`config.mk`:
```
export PLATFORM = sky130hd
export DESIGN_NAME = vga_sincronizador
export DESIGN_NICKNAME = d
export VERILOG_FILES = /design/src/rtl/vga_pkg.sv /design/src/rtl/linha_atraso.sv /design/src/rtl/vga_sincronizador.sv
export SDC_FILE = /design/constraint.sdc
export NUM_CORES = 1
export LEC_CHECK = 0
export BUFFER_PORTS_ARGS = -buffer_cell sky130_fd_sc_hd__buf_2
export CORE_ASPECT_RATIO = 1.1
export CORE_MARGIN = 2
export CORE_UTILIZATION = 48
export DETAILED_ROUTE_END_ITERATION = 12
export HOLD_SLACK_MARGIN = 0.03
export PLACE_DENSITY_LB_ADDON = 0.05
export RECOVER_POWER = 25
export SYNTH_ARGS = -nofsm -noshare
export SYNTH_HDL_FRONTEND = slang
export SYNTH_SLANG_ARGS = --single-unit
```
`constraint.sdc`:
```
create_clock -name VGA_CLK -period 4.11 [get_ports VGA_CLK]
set_clock_uncertainty 0.05 [all_clocks]
set_input_delay 0 -clock VGA_CLK [delete_from_list [all_inputs] [get_ports VGA_CLK]]
set_output_delay 0 -clock VGA_CLK [all_outputs]
set_load 0.02 [all_outputs]
```
`src/rtl/vga_pkg.sv`:
```
// VGA 640x480@60Hz timing constants and shared types.
// Also provides the visible-window bound calculation.
package vga_pkg;

  localparam int H_SYNC_D  = 96;
  localparam int H_BP_D    = 48;
  localparam int H_ATIVO_D = 640;
  localparam int H_FP_D    = 16;
  localparam int V_SYNC_D  = 2;
  localparam int V_BP_D    = 33;
  localparam int V_ATIVO_D = 480;
  localparam int V_FP_D    = 10;

  localparam int H_TOTAL =
    H_SYNC_D + H_BP_D + H_ATIVO_D + H_FP_D;
  localparam int V_TOTAL =
    V_SYNC_D + V_BP_D + V_ATIVO_D + V_FP_D;

  localparam int H_INICIO = H_SYNC_D + H_BP_D;
  localparam int V_INICIO = V_SYNC_D + V_BP_D;

  localparam int CONT_W   = 10;
  localparam int QUADRO_W = 16;
  localparam int CONT_MAX = 1 << CONT_W;

  // Bounds are one bit wider than the counters so an
  // end bound of exactly 1024 still fits.
  typedef struct packed {
    logic [CONT_W:0] h_ini;
    logic [CONT_W:0] h_fim;
    logic [CONT_W:0] v_ini;
    logic [CONT_W:0] v_fim;
  } janela_t;

  typedef struct packed {
    logic hs;
    logic vs;
    logic blank_n;
  } sinc_t;

  localparam sinc_t SINC_INATIVO = '{
    hs:      1'b1,
    vs:      1'b1,
    blank_n: 1'b0
  };

  function automatic janela_t calc_janela(
    input int hs,
    input int hbp,
    input int ha,
    input int vs,
    input int vbp,
    input int va
  );
    janela_t j;
    j.h_ini = (CONT_W+1)'(hs + hbp);
    j.h_fim = (CONT_W+1)'(hs + hbp + ha);
    j.v_ini = (CONT_W+1)'(vs + vbp);
    j.v_fim = (CONT_W+1)'(vs + vbp + va);
    return j;
  endfunction

endpackage

```
`src/rtl/linha_atraso.sv`:
```
// Fixed-depth shift register with a per-bit reset value.
// Depth 0 degenerates to a plain wire.
module linha_atraso #(
  parameter int LARGURA      = 3,
  parameter int PROFUNDIDADE = 1,
  parameter logic [LARGURA-1:0] VAL_RESET = '0
) (
  input  logic               i_clk,
  input  logic               i_rst_n,
  input  logic [LARGURA-1:0] i_d,
  output logic [LARGURA-1:0] o_q
);

  if (PROFUNDIDADE == 0) begin : g_direto

    assign o_q = i_d;

  end else begin : g_reg

    logic [LARGURA-1:0] r_est [PROFUNDIDADE];

    always_ff @(posedge i_clk) begin
      if (!i_rst_n) begin
        for (int i = 0; i < PROFUNDIDADE; i++)
          r_est[i] <= VAL_RESET;
      end else begin
        r_est[0] <= i_d;
        for (int i = 1; i < PROFUNDIDADE; i++)
          r_est[i] <= r_est[i-1];
      end
    end

    assign o_q = r_est[PROFUNDIDADE-1];

  end

endmodule

```
`src/rtl/vga_sincronizador.sv`:
```
// VGA raster counters, sync generation and frame tick.
// Sync/blank are delayed to line up with the renderer's RGB.
module vga_sincronizador
  import vga_pkg::*;
#(
  parameter int H_SYNC   = H_SYNC_D,
  parameter int H_BP     = H_BP_D,
  parameter int H_ATIVO  = H_ATIVO_D,
  parameter int H_FP     = H_FP_D,
  parameter int V_SYNC   = V_SYNC_D,
  parameter int V_BP     = V_BP_D,
  parameter int V_ATIVO  = V_ATIVO_D,
  parameter int V_FP     = V_FP_D,
  parameter int LATENCIA = 1
) (
  input  logic                VGA_CLK,
  input  logic                reset,
  output logic [CONT_W-1:0]   VGA_X,
  output logic [CONT_W-1:0]   VGA_Y,
  output logic                ativo_video,
  output logic                VGA_HS,
  output logic                VGA_VS,
  output logic                VGA_BLANK_N,
  output logic                VGA_SYNC_N,
  output logic                fim_quadro,
  output logic [QUADRO_W-1:0] cont_quadro
);

  localparam int HT = H_SYNC + H_BP + H_ATIVO + H_FP;
  localparam int VT = V_SYNC + V_BP + V_ATIVO + V_FP;

  localparam janela_t JAN = calc_janela(
    H_SYNC, H_BP, H_ATIVO,
    V_SYNC, V_BP, V_ATIVO
  );

  localparam logic [CONT_W-1:0] X_ULT = CONT_W'(HT - 1);
  localparam logic [CONT_W-1:0] Y_ULT = CONT_W'(VT - 1);
  localparam logic [CONT_W-1:0] X_SYN = CONT_W'(H_SYNC);
  localparam logic [CONT_W-1:0] Y_SYN = CONT_W'(V_SYNC);

  if (HT > CONT_MAX || VT > CONT_MAX) begin : g_chk_tam
    $error("vga_sincronizador: H/V total exceeds 1024");
  end

  if (LATENCIA < 0 || LATENCIA > 4) begin : g_chk_lat
    $error("vga_sincronizador: LATENCIA must be 0..4");
  end

  logic [CONT_W-1:0]   r_x;
  logic [CONT_W-1:0]   r_y;
  logic [QUADRO_W-1:0] r_quadro;

  logic  w_fim_x;
  logic  w_fim_y;
  logic  w_fim;
  logic  w_ativo;
  sinc_t w_sinc;
  sinc_t w_sinc_atr;

  assign w_fim_x = (r_x == X_ULT);
  assign w_fim_y = (r_y == Y_ULT);
  assign w_fim   = w_fim_x && w_fim_y && reset;

  always_ff @(posedge VGA_CLK) begin
    if (!reset) begin
      r_x <= '0;
      r_y <= '0;
    end else if (w_fim_x) begin
      r_x <= '0;
      r_y <= w_fim_y ? '0 : r_y + 1'b1;
    end else begin
      r_x <= r_x + 1'b1;
    end
  end

  // Wraps silently at 2^16 frames.
  always_ff @(posedge VGA_CLK) begin
    if (!reset)
      r_quadro <= '0;
    else if (w_fim)
      r_quadro <= r_quadro + 1'b1;
  end

  assign w_ativo =
    ({1'b0, r_x} >= JAN.h_ini) &&
    ({1'b0, r_x} <  JAN.h_fim) &&
    ({1'b0, r_y} >= JAN.v_ini) &&
    ({1'b0, r_y} <  JAN.v_fim);

  assign w_sinc.hs      = !(r_x < X_SYN);
  assign w_sinc.vs      = !(r_y < Y_SYN);
  assign w_sinc.blank_n = w_ativo;

  linha_atraso #(
    .LARGURA      ($bits(sinc_t)),
    .PROFUNDIDADE (LATENCIA),
    .VAL_RESET    (SINC_INATIVO)
  ) u_atraso (
    .i_clk   (VGA_CLK),
    .i_rst_n (reset),
    .i_d     (w_sinc),
    .o_q     (w_sinc_atr)
  );

  assign VGA_X       = r_x;
  assign VGA_Y       = r_y;
  assign ativo_video = w_ativo;
  assign VGA_HS      = w_sinc_atr.hs;
  assign VGA_VS      = w_sinc_atr.vs;
  assign VGA_BLANK_N = w_sinc_atr.blank_n;
  assign VGA_SYNC_N  = 1'b0;
  assign fim_quadro  = w_fim;
  assign cont_quadro = r_quadro;

endmodule
```
Yosys cells after proc, flatten, opt, wreduce, memory -nomap -nowiden

Memories as Yosys holds them, arrays and structs flattened.
Cells that the tools add are included.

Register bits: 36
Bits of input ports: 2
Memory bits (writable): 3
Logic and storage cells: 30
Bits in read-only memories: 0
Bits in latches: 0
Output and inout port bits: 42
Memories: 1

Memory list:

| name                 | depth | width | read ports | clocked after Yosys merged registers in | write ports | line               | text |
|---|---|---|---|---|---|---|---|
| u_atraso.g_reg.r_est | 1     | 3     | 1          | 0                                       | 1           | linha_atraso.sv:20 | `logic [LARGURA-1:0] r_est [PROFUNDIDADE];` |

Multiplexer cells: 5
Eq/ne operators: 2
Divide/modulo/power cells: 0
Shift-type cells: 0
Order comparisons: 6
$mul: 0
Reductions and logical operators: 9
Bitwise operators: 1
Add/sub/neg operators: 3

Operators by type and width:

| cell                                                        | number |
|---|---|
| adder 10 x 1 -> 10 bit, second input constant               | 2 |
| == test 10 bit, second input constant                       | 2 |
| less-than comparator 10 bit, second input constant          | 2 |
| adder 16 x 1 -> 16 bit, second input constant               | 1 |
| >= comparator 10 x 6 -> 1 bit, second input constant        | 1 |
| >= comparator 10 x 8 -> 1 bit, second input constant        | 1 |
| less-than comparator 10 x 2 -> 1 bit, second input constant | 1 |
| less-than comparator 10 x 7 -> 1 bit, second input constant | 1 |
| 2-to-1 mux 10 bit                                           | 1 |
| logical AND 1 bit                                           | 5 |
| 2-to-1 mux 1 bit                                            | 3 |
| 2-to-1 mux 3 bit                                            | 1 |
| OR reduction 3 bit                                          | 1 |
| zero test 1 bit                                             | 2 |
| OR reduction 2 bit                                          | 1 |
| NOT 1 bit                                                   | 1 |

Longest topological paths before layout

Gate-level depths: netlist of the first run.

Word-level depth: 5
Mapped depth: 7
Depth with buffers taken out: 5

Cells and area by module

A second synthesis of the first run with hierarchy kept.

Cell total of the unflattened synthesis: 234
Area total of the unflattened synthesis: 1981.9 um^2

Modules (own cells, without submodules):

| module            | area an instance (um^2) | seq. area each (um^2) | times used | cells an instance |
|---|---|---|---|---|
| vga_sincronizador | 1903.1                  | 720.7                 | 1          | 228 |
| linha_atraso      | 78.8                    | 60.1                  | 1          | 6 |

Worst setup path before layout of the first run

Ideal clock, no wire load.

Path kind: register -> output
From: reg r_x[0], in the netlist VGA_X[0]
To: out fim_quadro
Buffers on the path: 2
Data arrival time: 2079 ps
Slack: 1981 ps
Required time: 4060 ps
Stages on the path, launching flop included: 7
Path through: dfxtp_1 > ha_1 > and4_1 > nand3_1 > buf_2 > clkbuf_1 > nor3_1

Longest elaborated chain between the ends: 3

RTL lines:

| element                         | line                    | text |
|---|---|---|
| start, declared                 | vga_sincronizador.sv:50 | `logic [CONT_W-1:0] r_x;` |
| start signal, assigned          | vga_sincronizador.sv:73 | `r_x <= r_x + 1'b1;` |
| == test 10 bit                  | vga_sincronizador.sv:61 | `assign w_fim_x = (r_x == X_ULT);` |
| logical AND 1 bit (2 in series) | vga_sincronizador.sv:63 | `assign w_fim = w_fim_x && w_fim_y && reset;` |
| end, declared                   | vga_sincronizador.sv:25 | `output logic fim_quadro,` |

Every way passes these cells.

Worst setup path after layout of the first run

From: reg r_x[0], in the netlist VGA_X[0]
To: reg r_quadro[14], in the netlist cont_quadro[14]

Longest elaborated chain between the ends: 3

RTL lines:

| element                         | line                    | text |
|---|---|---|
| == test 10 bit                  | vga_sincronizador.sv:61 |  |
| logical AND 1 bit (2 in series) | vga_sincronizador.sv:63 |  |
| end signal, assigned            | vga_sincronizador.sv:82 | `r_quadro <= r_quadro + 1'b1;` |
| end, declared                   | vga_sincronizador.sv:52 | `logic [QUADRO_W-1:0] r_quadro;` |

Every way passes these cells.
A chain may end at the register's enable or synchronous reset.

==> run summary, run 1 <==
The flow ran to the end, and the final reports show no timing, DRC or antenna violations. The global route total overflow is 0, and the violation count after the first detailed-routing iteration is 109. The die is 71.0 um tall. The worst-case IR drop observed on VDD is 0.000184 V. The shortest clock period the worst path allows after layout is 2530 ps. Tracing the worst setup path back leads to its startpoint at VGA_X[0]. Ratio of cells with drive above 1 in the final layout: 0.122. At the pin with the least slew margin, the transition time is 806 ps.

The logs give 0 for the antenna diode count and 1960 sq um for the cell area after synthesis. The run gives 0.461 as the relative slew slack. TritonCTS built the clock tree.

The worst register-to-register path has a setup slack of 1580 ps. The startpoint identified for the worst register-to-register timing path is VGA_X[0]. The core footprint came out at 3930 sq um. Type of destination of the critical path: a flop. The largest fanout on the critical path works out to 25. The logs give 0 for the total setup buffers inserted after CTS and 2160 sq um for the placed instance area.

Number of warnings reported in the yosys synthesis log: 0. The commonest register cell after synthesis is dfxtp_1. The design area was 2250 sq um; the first-pass detailed-route iteration total was 4.

Area overhead of the layout relative to synthesis: 14.7%. After detailed routing, the number of vias per cell comes to 5.89. In this run the clock root is driven by a clkbuf_8.

For the number of global-route vias before repair, the log shows 1602. Counting flops with a built-in enable in the synthesized netlist gives 0. The logs give 0.714 for the final weighted congestion in routability-driven placement and 4280 ps for the required time at the endpoint of the critical path. The logs give 0 for the number of design rule violations left after detail routing and 4490 um for the routed wire length. The first global-routing pass estimated 7290 um of wire. Once detail routing completed, the nets flagged for antenna violations numbered 0.

Power spread over the standard cell area amounts to 309 nW/um^2. The overall global routing resource usage is 0.200. The netlist uses 40 different library cells. The count of instances resized after the clock tree is built was 0; the floorplan die width was 64.9 um. For the final core utilization, the log shows 0.572. The tools report the HPWL after detailed placement as 3090 um.

Hold timing on the final database bottoms out at a slack of 438 ps. Timing would allow up to 395 MHz. The length in cells of the worst reg-to-reg path works out to 5. The startpoint class of the critical path was a flop. The sequential-to-total area share from yosys stat came out at 0.398.

Setup repair after global routing left no endpoint under its margin. The final max-slew violation count is 0. The post-synthesis sequential element count was 39. The tools report the initial antenna violation count as 0. The critical path ends at cont_quadro[14].

The number of hold violations in the final report was 0; the setup violation total in the final timing report was 0. The average instance in the mapped netlist occupies 8.38 sq um. After detailed routing, the average wire length per cell comes to 13.9 um. Counting every net in the synthesized netlist gives 241.

The final route contains 1896 vias. The clock-pin transition on the worst setup and hold timing paths came out at 80 ps. In this run the number of H-tree levels came out at 2.

The logs give 26 for the largest net degree at the start of global routing and 39 for the TritonCTS sink count. In this run the deepest clock path goes through 2 buffers. During I/O placement, the number of pins put on the boundary was 44. The port buffer count works out to 42. At the later pin of the worst-skew pair, clock insertion delay measures 300 ps. The fraction of registers with async set or reset after synthesis works out to 0. Across the run, the number of max-cap violations was 0.

The tools report the total number of placement rows as 24. For the total negative setup slack, the log shows 0 ps. For the cell leakage power, the log shows 0.000797 uW. The class of the most critical hold timing path is in -> reg. The worst register-to-register path ends at cont_quadro[14]. Counting the fill cells in the layout gives 403. For the number of hold buffers added after cts, the log shows 1.

The number of clock buffers added by TritonCTS is 5. The tools report the initial cell density of the core as 0.498. The synthesized instance count was 234; the net count of the finished layout was 276. The critical path data arrival time came out at 2710 ps. Type of the setup path with the least slack: reg -> reg.

For the area of the die, the log shows 4610 sq um. The final cycle utilization of the critical path was 0.617.
metal layers:
| layer | up-vias | share of wire | track usage |
|---|---|---|---|
| li1 | 944 | - | - |
| met1 | 904 | 0.47 | 0.256 |
| met2 | 37 | 0.46 | 0.317 |
| met3 | 11 | 0.042 | 0.0413 |
| met4 | 0 | 0.025 | 0.102 |
| met5 | - | 0 | 0 |
cell families after synthesis:
| family | synth area share |
|---|---|
| AND/OR/NAND/NOR | 0.303 |
| adder cells (fa/ha/maj) | 0.0319 |
| XOR/XNOR | 0.0402 |
| flip-flops | 0.398 |
| AO/OA/AOI/OAI | 0.165 |
| other | 0.00191 |
| multiplexers | 0.00511 |
| buffers and inverters | 0.0542 |
state kept, by name, indices dropped and copies added, names as in the netlist:
name,cells
VGA_X,10
VGA_Y,10
cont_quadro,16
u_atraso.g_reg.r_est,3
report_power, final:
group	switching, uW	leakage, uW	internal (uW)
clock	135	0.0000515	153
combinational	15.3	0.000430	5.63
sequential	3.86	0.000315	381
total	154	0.000797	540
cell type report:
cell class,count,area (sq um),share of cell area
clock buffers,8,100,0.0445
inverters,9,33.8,0.0150
multi-input cells,171,1070,0.477
flip-flops and latches,39,781,0.347
well taps,52,65.1,0.0289
repair buffers,43,195,0.0868
cells in the final DEF, fill, tap and decap left out, types with 2 or more instances in the layout:
master	n
nand3_1	12
clkbuf_1	21
or3_1	10
xnor2_1	5
o21ai_0	10
o31ai_1	15
and4_1	3
nor2_1	13
nor3_1	5
nand4_1	11
xor2_1	4
dfxtp_1	39
and3_1	5
nor4_1	2
a21oi_1	26
inv_1	9
or4_1	15
clkbuf_8	7
buf_2	22
nand2_1	13
and2_1	2
ha_1	5
worst min-delay path by stage:
stage,from,depth (start not counted),slack [ps],end
6_report,reset,3,440,u_atraso.g_reg.r_est[0][1]
5_1_grt,reset,3,450,u_atraso.g_reg.r_est[0][1]
4_1_cts,reset,3,430,u_atraso.g_reg.r_est[0][1]
3_5_place_dp,reset,2,190,u_atraso.g_reg.r_est[0][1]
3_3_place_gp,reset,2,190,u_atraso.g_reg.r_est[0][1]
2_1_floorplan,reset,1,20,u_atraso.g_reg.r_est[0][1]
synth_stat cells (3+ instances only):
cell | n | area, sq um
ha_1 | 5 | 62.6
a21oi_1 | 26 | 130
or3_1 | 10 | 62.6
o31ai_1 | 15 | 113
and3_1 | 5 | 31.3
xnor2_1 | 5 | 43.8
and4_1 | 3 | 26.3
xor2_1 | 4 | 35.0
or4_1 | 15 | 113
nor2_1 | 13 | 48.8
nand2_1 | 13 | 48.8
nand4_1 | 11 | 68.8
buf_2 | 3 | 15.0
o21ai_0 | 10 | 50.1
nor3_1 | 5 | 25.0
nand3_1 | 12 | 60.1
clkbuf_1 | 8 | 30.0
inv_1 | 9 | 33.8
dfxtp_1 | 39 | 781
critical path: stages (launching register included):
cell and delay (ps):
dfxtp_1 410, ha_1 240, and4_1 300, nand3_1 590, or4_1 700, a21oi_1 160
stage by stage:
step | cells | worst slack [ps] | power, uW
2_1_floorplan | 234 | 1980 | 408
3_3_place_gp | 313 | 1660 | 415
3_5_place_dp | 313 | 1580 | 415
4_1_cts | 322 | 1570 | 700
5_1_grt | 322 | 1360 | 717
6_report | 322 | 1580 | 694
(Power assumes the default switching activity.)
==> run 2, diff against run 1 <==
==> constraint.sdc (replaced) <==
create_clock -name VGA_CLK -period 2.1 [get_ports VGA_CLK]
set_clock_uncertainty 0.05 [all_clocks]
set_input_delay 0 -clock VGA_CLK [delete_from_list [all_inputs] [get_ports VGA_CLK]]
set_output_delay 0 -clock VGA_CLK [all_outputs]
set_load 0.02 [all_outputs]
==> run summary, run 2 (synthesis results as in run 1) <==
The smallest clock period supported by the final layout is computed as 1980 ps. The clock-pin transition on the worst setup and hold timing paths was 80 ps; the max-capacitance violation count was 0. The flow ran to the end, and the final reports show no timing, DRC or antenna violations. The overall global routing resource usage came out at 0.208. Setup repair after global routing left no endpoint under its margin. Dividing total power by cell area gives a power density of 565 nW/um^2.

The tools report the worst reg2reg path startpoint as VGA_X[1]. The area overhead of the layout relative to synthesis works out to 19.1%. The H-tree generated during clock tree synthesis spans 2 levels. For the worst setup path, the data required time is 2270 ps.

The worst-case IR drop observed on VDD is 0.000379 V. The HPWL after detailed placement is 3100 um. The worst setup path startpoint was VGA_X[1]. The port buffer count came out at 42.

The core footprint was 3930 sq um. The run gives 0 as the number of hold violations in the final report. In the layout the commonest cells are 38 x dfxtp_1, 26 x a21oi_1, 23 x buf_2.

The tools report the endpoint of the most critical setup path as VGA_Y[9]. The run gives 150 as the violation count after the first detailed-routing iteration. Clock latency on the worst-skew pair, taken at its later pin, is 290 ps. Once routing completed, OpenROAD measured the worst setup slack at 123 ps.

The routed design has 4430 um of wire. The floorplan step set the die height to 71.0 um. In this run the horizontal extent of the chip is 64.9 um.

Measured in cells, the most critical reg-to-reg path has a length of 5. In this run the core area contains 24 standard-cell rows. The die covers 4610 sq um.

The largest fanout on the critical path was 7. The tools report the clock root buffer as clkbuf_8. The critical path data arrival time was 2150 ps.

The filler cells instantiated in the layout total 395. The wire length of the first global-routing pass is 7670 um, and the average wire length per cell after detail routing is 13.3 um. The run gives 5 as the TritonCTS buffer count. For the pre-CTS setup slack, the log shows 116 ps. STA classifies the critical path startpoint as a flop. The longest clock path from root to sink contains 2 buffers. The highest clock frequency the design can meet was 506 MHz.

Once the clock tree was built, the setup fixing pass inserted 0 buffers. The initial cell density of the core is 0.498, and the ratio of cells with drive above 1 in the final layout is 0.174. The min-delay analysis places its worst path in the category reg -> reg. The number of global-route vias before repair was 1609. The tools report the type of destination of the critical path as a flop. TritonCTS built the clock tree.

The repair_antennas step left the layout with diodes totalling 0. In this run the count of I/O pins placed on the die edge is 44. The tools report the largest net degree at the start of global routing as 26. The relative slew slack was 0.512.

Routed via count divided by cell count: 5.72. The logs give 0 for the final max-slew violation count and 0 for the global route total overflow. The most common cell after layout, fill and taps aside was dfxtp_1.

The final cycle utilization of the critical path is 0.941, and the final weighted congestion in routability-driven placement is 0.744. The tools report the net count of the finished layout as 288. The type of the setup path with the least slack is reg -> reg. The capturing point of the worst reg2reg path is VGA_Y[9]. In the routed design, unresolved DRC markers number 0. The detail route stage leaves a number of antenna-violating nets equal to 0. Number of vias in the routed layout: 1905.

The number of flip-flops in the largest register came out at 16. The TritonCTS sink count was 39; the total negative setup slack was 0 ps. The pin slew with the least headroom to its limit was 731 ps; the first-pass detailed-route iteration total was 4. Cell leakage power: 0.000855 uW. Initial antenna violation count: 0. The tools report the setup violation total in the final timing report as 0. The tools report the register-to-register setup slack as 120 ps.
run 2: changes by cell type in the layout (fill, tap and decap cells not counted), sizes merged:
cell | before | now
clkbuf | 28 | 25
buf | 22 | 35
clkinv | 0 | 1
run 2: cell type report:
class / instances / area [sq um] / area share
inverter: 9 / 33.8 / 0.0145
multi-input combinational: 171 / 1080 / 0.463
clock inverter: 1 / 5.00 / 0.00214
clock buffer: 6 / 82.6 / 0.0354
timing repair buffer: 55 / 287 / 0.123
tap: 52 / 65.1 / 0.0279
sequential: 39 / 782 / 0.335
run 2: repair_timing:
action,4_1_cts,5_1_grt
hold buffers,1,0
resized for setup,0,2
hold endpoints to repair,2,0
endpoints found under the setup margin,0,9
run 2: worst min path at each step:
| stage | startpoint | to | cells after the start |
|---|---|---|---|
| floorplan | reset | u_atraso.g_reg.r_est[0][1] | 1 |
| global placement | reset | u_atraso.g_reg.r_est[0][1] | 2 |
| detailed placement | reset | u_atraso.g_reg.r_est[0][1] | 2 |
| CTS | cont_quadro[15] | cont_quadro[15] | 2 |
| global route | reset | u_atraso.g_reg.r_est[0][1] | 3 |
| finish | cont_quadro[15] | cont_quadro[15] | 2 |
run 2: critical path, cell delays in order (launching register included):
cell	delay [ps]
dfxtp_1	330
ha_1	220
nand4_1	140
or3_1	490
or4_1	530
a21oi_1	150
run 2: report_power, final:
part | total (uW) | internal [uW] | switching (uW) | leakage, uW
Combinational | 51.7 | 17.1 | 34.6 | 0.000492
Clock | 516 | 258 | 258 | 0.0000470
Sequential | 751 | 746 | 4.89 | 0.000316
Total | 1320 | 1020 | 298 | 0.000855
run 2: through the flow:
stage               total power [uW]   util  instances  hold slack [ps]  cell area (sq um)
global placement                 820  0.574        325              194               2260
global route                    1380  0.594        333              455               2340
detailed placement               821  0.574        325              194               2260
finish                          1320  0.594        333              436               2340
floorplan                        800      -        234             23.9               1970
CTS                             1340  0.599        333              435               2360
run 2: layer usage:
metal,up-vias,part of all wire,GRT usage
li1,965,-,-
met1,895,0.47,0.280
met2,39,0.48,0.330
met3,6,0.044,0.0556
met4,0,0.012,0.0567
met5,-,0,0
==> run 3, diff against run 2 <==
--- a/config.mk
+++ b/config.mk
@@ -5,6 +5,7 @@
 export SDC_FILE = /design/constraint.sdc
 export NUM_CORES = 1
 export LEC_CHECK = 0
+export ABC_AREA = 1
 export BUFFER_PORTS_ARGS = -buffer_cell sky130_fd_sc_hd__buf_2
 export CORE_ASPECT_RATIO = 1.1
 export CORE_MARGIN = 2
==> constraint.sdc (replaced) <==
create_clock -name VGA_CLK -period 2.2 [get_ports VGA_CLK]
set_clock_uncertainty 0.05 [all_clocks]
set_input_delay 0 -clock VGA_CLK [delete_from_list [all_inputs] [get_ports VGA_CLK]]
set_output_delay 0 -clock VGA_CLK [all_outputs]
set_load 0.02 [all_outputs]
==> run summary, run 3 <==
The run finished with clean final reports. The class of the most critical hold timing path is reg -> reg. The placed instances occupy a cell area of 2330 sq um. Area used by multi-input combinational logic: 1090 sq um. Floorplan die width: 67.0 um. The die covers 4910 sq um. The number of design rule violations left after detail routing came out at 0. The final weighted congestion in routability-driven placement was 0.852. Final cycle utilization of the critical path: 0.874. For the total negative setup slack, the log shows 0 ps. In the final routed layout, each cell accounts on average for 10.6 um.

By count the netlist is led by 91 x nand2_1, 56 x nor2_1, 39 x dfxtp_1. The startpoint identified for the worst hold timing path is cont_quadro[2]. The detail route stage leaves a number of antenna-violating nets equal to 0. In this run the static leakage power is 0.00104 uW.

The tools report the final max-slew violation count as 0. CTS saw 39 sinks. The worst register-to-register path has a setup slack of 380 ps.

The worst setup path is launched from a flop. The tools report the number of global-route vias before repair as 1703. Following the worst setup path forward leads to its endpoint at fim_quadro.

The critical path crosses 8 cells after its start point. The type of the setup path with the least slack is reg -> out. The tools report the final core utilization as 0.563.

In this run the clock root is driven by a clkbuf_8. For the max-capacitance violation count, the log shows 0. The fraction of post-synthesis cell area in the top cell type by area is 0.373, and the routed via count divided by cell count is 4.71. The fraction of registers with async set or reset after synthesis works out to 0. The setup slack after layout is 277 ps, and the wire length of the first global-routing pass is 7620 um.

At the later pin of the worst-skew pair, clock insertion delay measures 290 ps. TritonCTS built the clock tree. The worst-case IR drop observed on VDD is 0.000259 V. Across all layers, the routed design uses 2001 vias. The run gives 22 as the largest net degree at the start of global routing.

The run gives 0.373 as the sequential-to-total area share from yosys stat. The global route total overflow was 0; the critical path data arrival time was 1870 ps. After floorplanning, the core was divided into 25 placement rows. For the initial antenna violation count, the log shows 0. The number of buffer and inverter stages on the critical path is 1, and the core footprint is 4250 sq um.

In the layout the commonest cells are 91 x nand2_1, 56 x nor2_1, 39 x dfxtp_1. The H-tree generated during clock tree synthesis spans 2 levels. The largest single stage delay on the critical path is 410 ps. The tools report the number of top-level pins as 44. The worst setup path is captured at a primary output. The first detailed-routing pass took 4 iterations.

STA puts the critical path data required time at 2150 ps. The tools report the overall global routing resource usage as 0.202. Counting along the longest clock path gives a buffer depth of 2. After synthesis, the mean cell area works out to 6.42 sq um. For the design area, the log shows 2400 sq um. Input and output buffers added on the ports amount to 42. The most used flip-flop cell after synthesis is dfxtp_1. In this run the critical register-to-register path is launched from VGA_X[0].

After clock tree synthesis, the clock-pin slew on the worst setup and hold paths is 80 ps. The HPWL after detailed placement was 3390 um. The endpoint identified for the worst register-to-register timing path is cont_quadro[7]. Synthesis handed over a netlist of 326 instances.

After synthesis, the cell types taking the most area are dfxtp_1 37%, nand2_1 16%, nor2_1 10%. Yosys mapped a number of flops with a built-in enable equal to 0. Along the worst path, the maximum fanout reaches 6. The number of nets handed over by synthesis was 333. For the initial cell density of the core, the log shows 0.492. During synthesis, Yosys emitted a total of 0 warnings. The synthesized netlist occupies a cell area of 2090 sq um. Relative to the synthesized area, the layout overhead comes to 14.4%.

Setup violations remaining at the end of the flow were counted as 0. The area taken by flip-flops and latches is 781 sq um. The smallest clock period supported by the final layout is computed as 1920 ps. The ratio of cells with drive above 1 in the final layout was 0.143; the post-synthesis sequential element count was 39. For the TritonCTS buffer count, the log shows 5. The largest total area in the synthesized netlist belongs to dfxtp_1. At the end of the flow, the number of nets in the layout was 377. The repair_antennas step left the layout with diodes totalling 0. The worst register-to-register path has a depth of 8.

Prior to clock tree synthesis, the placed netlist has a worst setup slack of 370 ps. The number of filler instances in the final layout is 464, and the violation count after the first detailed-routing iteration is 77. The die is 73.3 um tall.

The signal on the critical path passes through ha_1 > nand2_1 > nor2_2 > nand2_1 > nor2_2 > nand2_1 > nor2_2 > buf_2. Setup repair after global routing left no endpoint under its margin. Family with the most delay on the worst path: simple AND/OR/NAND/NOR gates. The final layout contains routed wiring with a total length of 4520 um.

The number of hold violations in the final report was 0. Among all cell types in the netlist, the one instantiated most often is nand2_1. Dividing total power by cell area gives a power density of 515 nW/um^2. The number of distinct library cell variants in the gate-level netlist after synthesis is 33, and the highest clock frequency the design can meet is 520 MHz.

In this run the worst setup path begins at VGA_X[0]. The register with the most flip-flops in the layout has 16 of them. Cell with the biggest individual delay on the critical path: dfxtp_1. The most common cell after layout, fill and taps aside is nand2_1.
run 3: changes by cell type after synthesis, moves of 6 or more:
cell,previous run,this run
a21oi_1,26,13
clkbuf_1,8,1
inv_1,9,38
inv_2,0,6
nand2_1,13,91
nand3_1,12,24
nor2_1,13,56
nor2_2,0,8
o21ai_0,10,4
o31ai_1,15,0
or3_1,10,0
or4_1,15,0
run 3: metal layers:
metal,vias to the layer above,global-route usage,share of wire
met5,-,0,0
met3,6,0.0413,0.036
li1,1095,-,-
met2,32,0.332,0.45
met4,0,0.0748,0.016
met1,868,0.261,0.50
run 3: final cells by class:
class,count,area share
Timing Repair Buffer,43,0.0820
Multi-Input combinational cell,235,0.456
Clock buffer,5,0.0287
Inverter,46,0.0726
Clock inverter,3,0.00627
Tap cell,54,0.0282
Sequential cell,39,0.326
run 3: how the worst min path moves through the flow:
stage / to / slack (ps) / depth (start not counted)
3_3_place_gp: u_atraso.g_reg.r_est[0][2] / 290 / 2
4_1_cts: cont_quadro[2] / 430 / 2
2_1_floorplan: u_atraso.g_reg.r_est[0][1] / 210 / 2
6_report: cont_quadro[2] / 430 / 2
5_1_grt: cont_quadro[2] / 470 / 2
3_5_place_dp: u_atraso.g_reg.r_est[0][2] / 290 / 2
run 3: per-stage QoR:
| step | total power (uW) | cells | hold slack [ps] |
|---|---|---|---|
| 2_1_floorplan | 766 | 326 | 214 |
| 3_3_place_gp | 778 | 416 | 294 |
| 3_5_place_dp | 778 | 416 | 286 |
| 4_1_cts | 1260 | 425 | 429 |
| 5_1_grt | 1280 | 425 | 475 |
| 6_report | 1230 | 425 | 429 |
run 3: kinds of logic (layout without fill, tap and decap cells):
logic type | Yosys count | in the layout | share of synthesized area
AO/OA/AOI/OAI | 23 | 23 | 0.0579
XOR/XNOR | 2 | 2 | 0.00836
adder cells (fa/ha/maj) | 5 | 5 | 0.0299
buffers and inverters | 52 | 97 | 0.105
flip-flops | 39 | 39 | 0.373
other | 1 | 1 | 0.00179
AND/OR/NAND/NOR | 204 | 204 | 0.424
run 3: report_power, final:
part           internal, uW  switching, uW
Combinational          11.6           31.5
Clock                   217            255
Sequential              712           6.23
run 3: timing repair:
action | in CTS | in global routing
resized for setup | 0 | 0
hold buffers | 1 | 0
buffers inserted | 0 | 0
endpoints found under the hold margin | 7 | 0
run 3: worst register-to-register path, stage by stage (launching register included):
cell and delay (ps):
dfxtp_1 410, ha_1 210, nand3_1 140, nor2_2 120, nand2_2 110, nor2_4 400
nand4_1 140, nand2_1 100, nor2_1 40
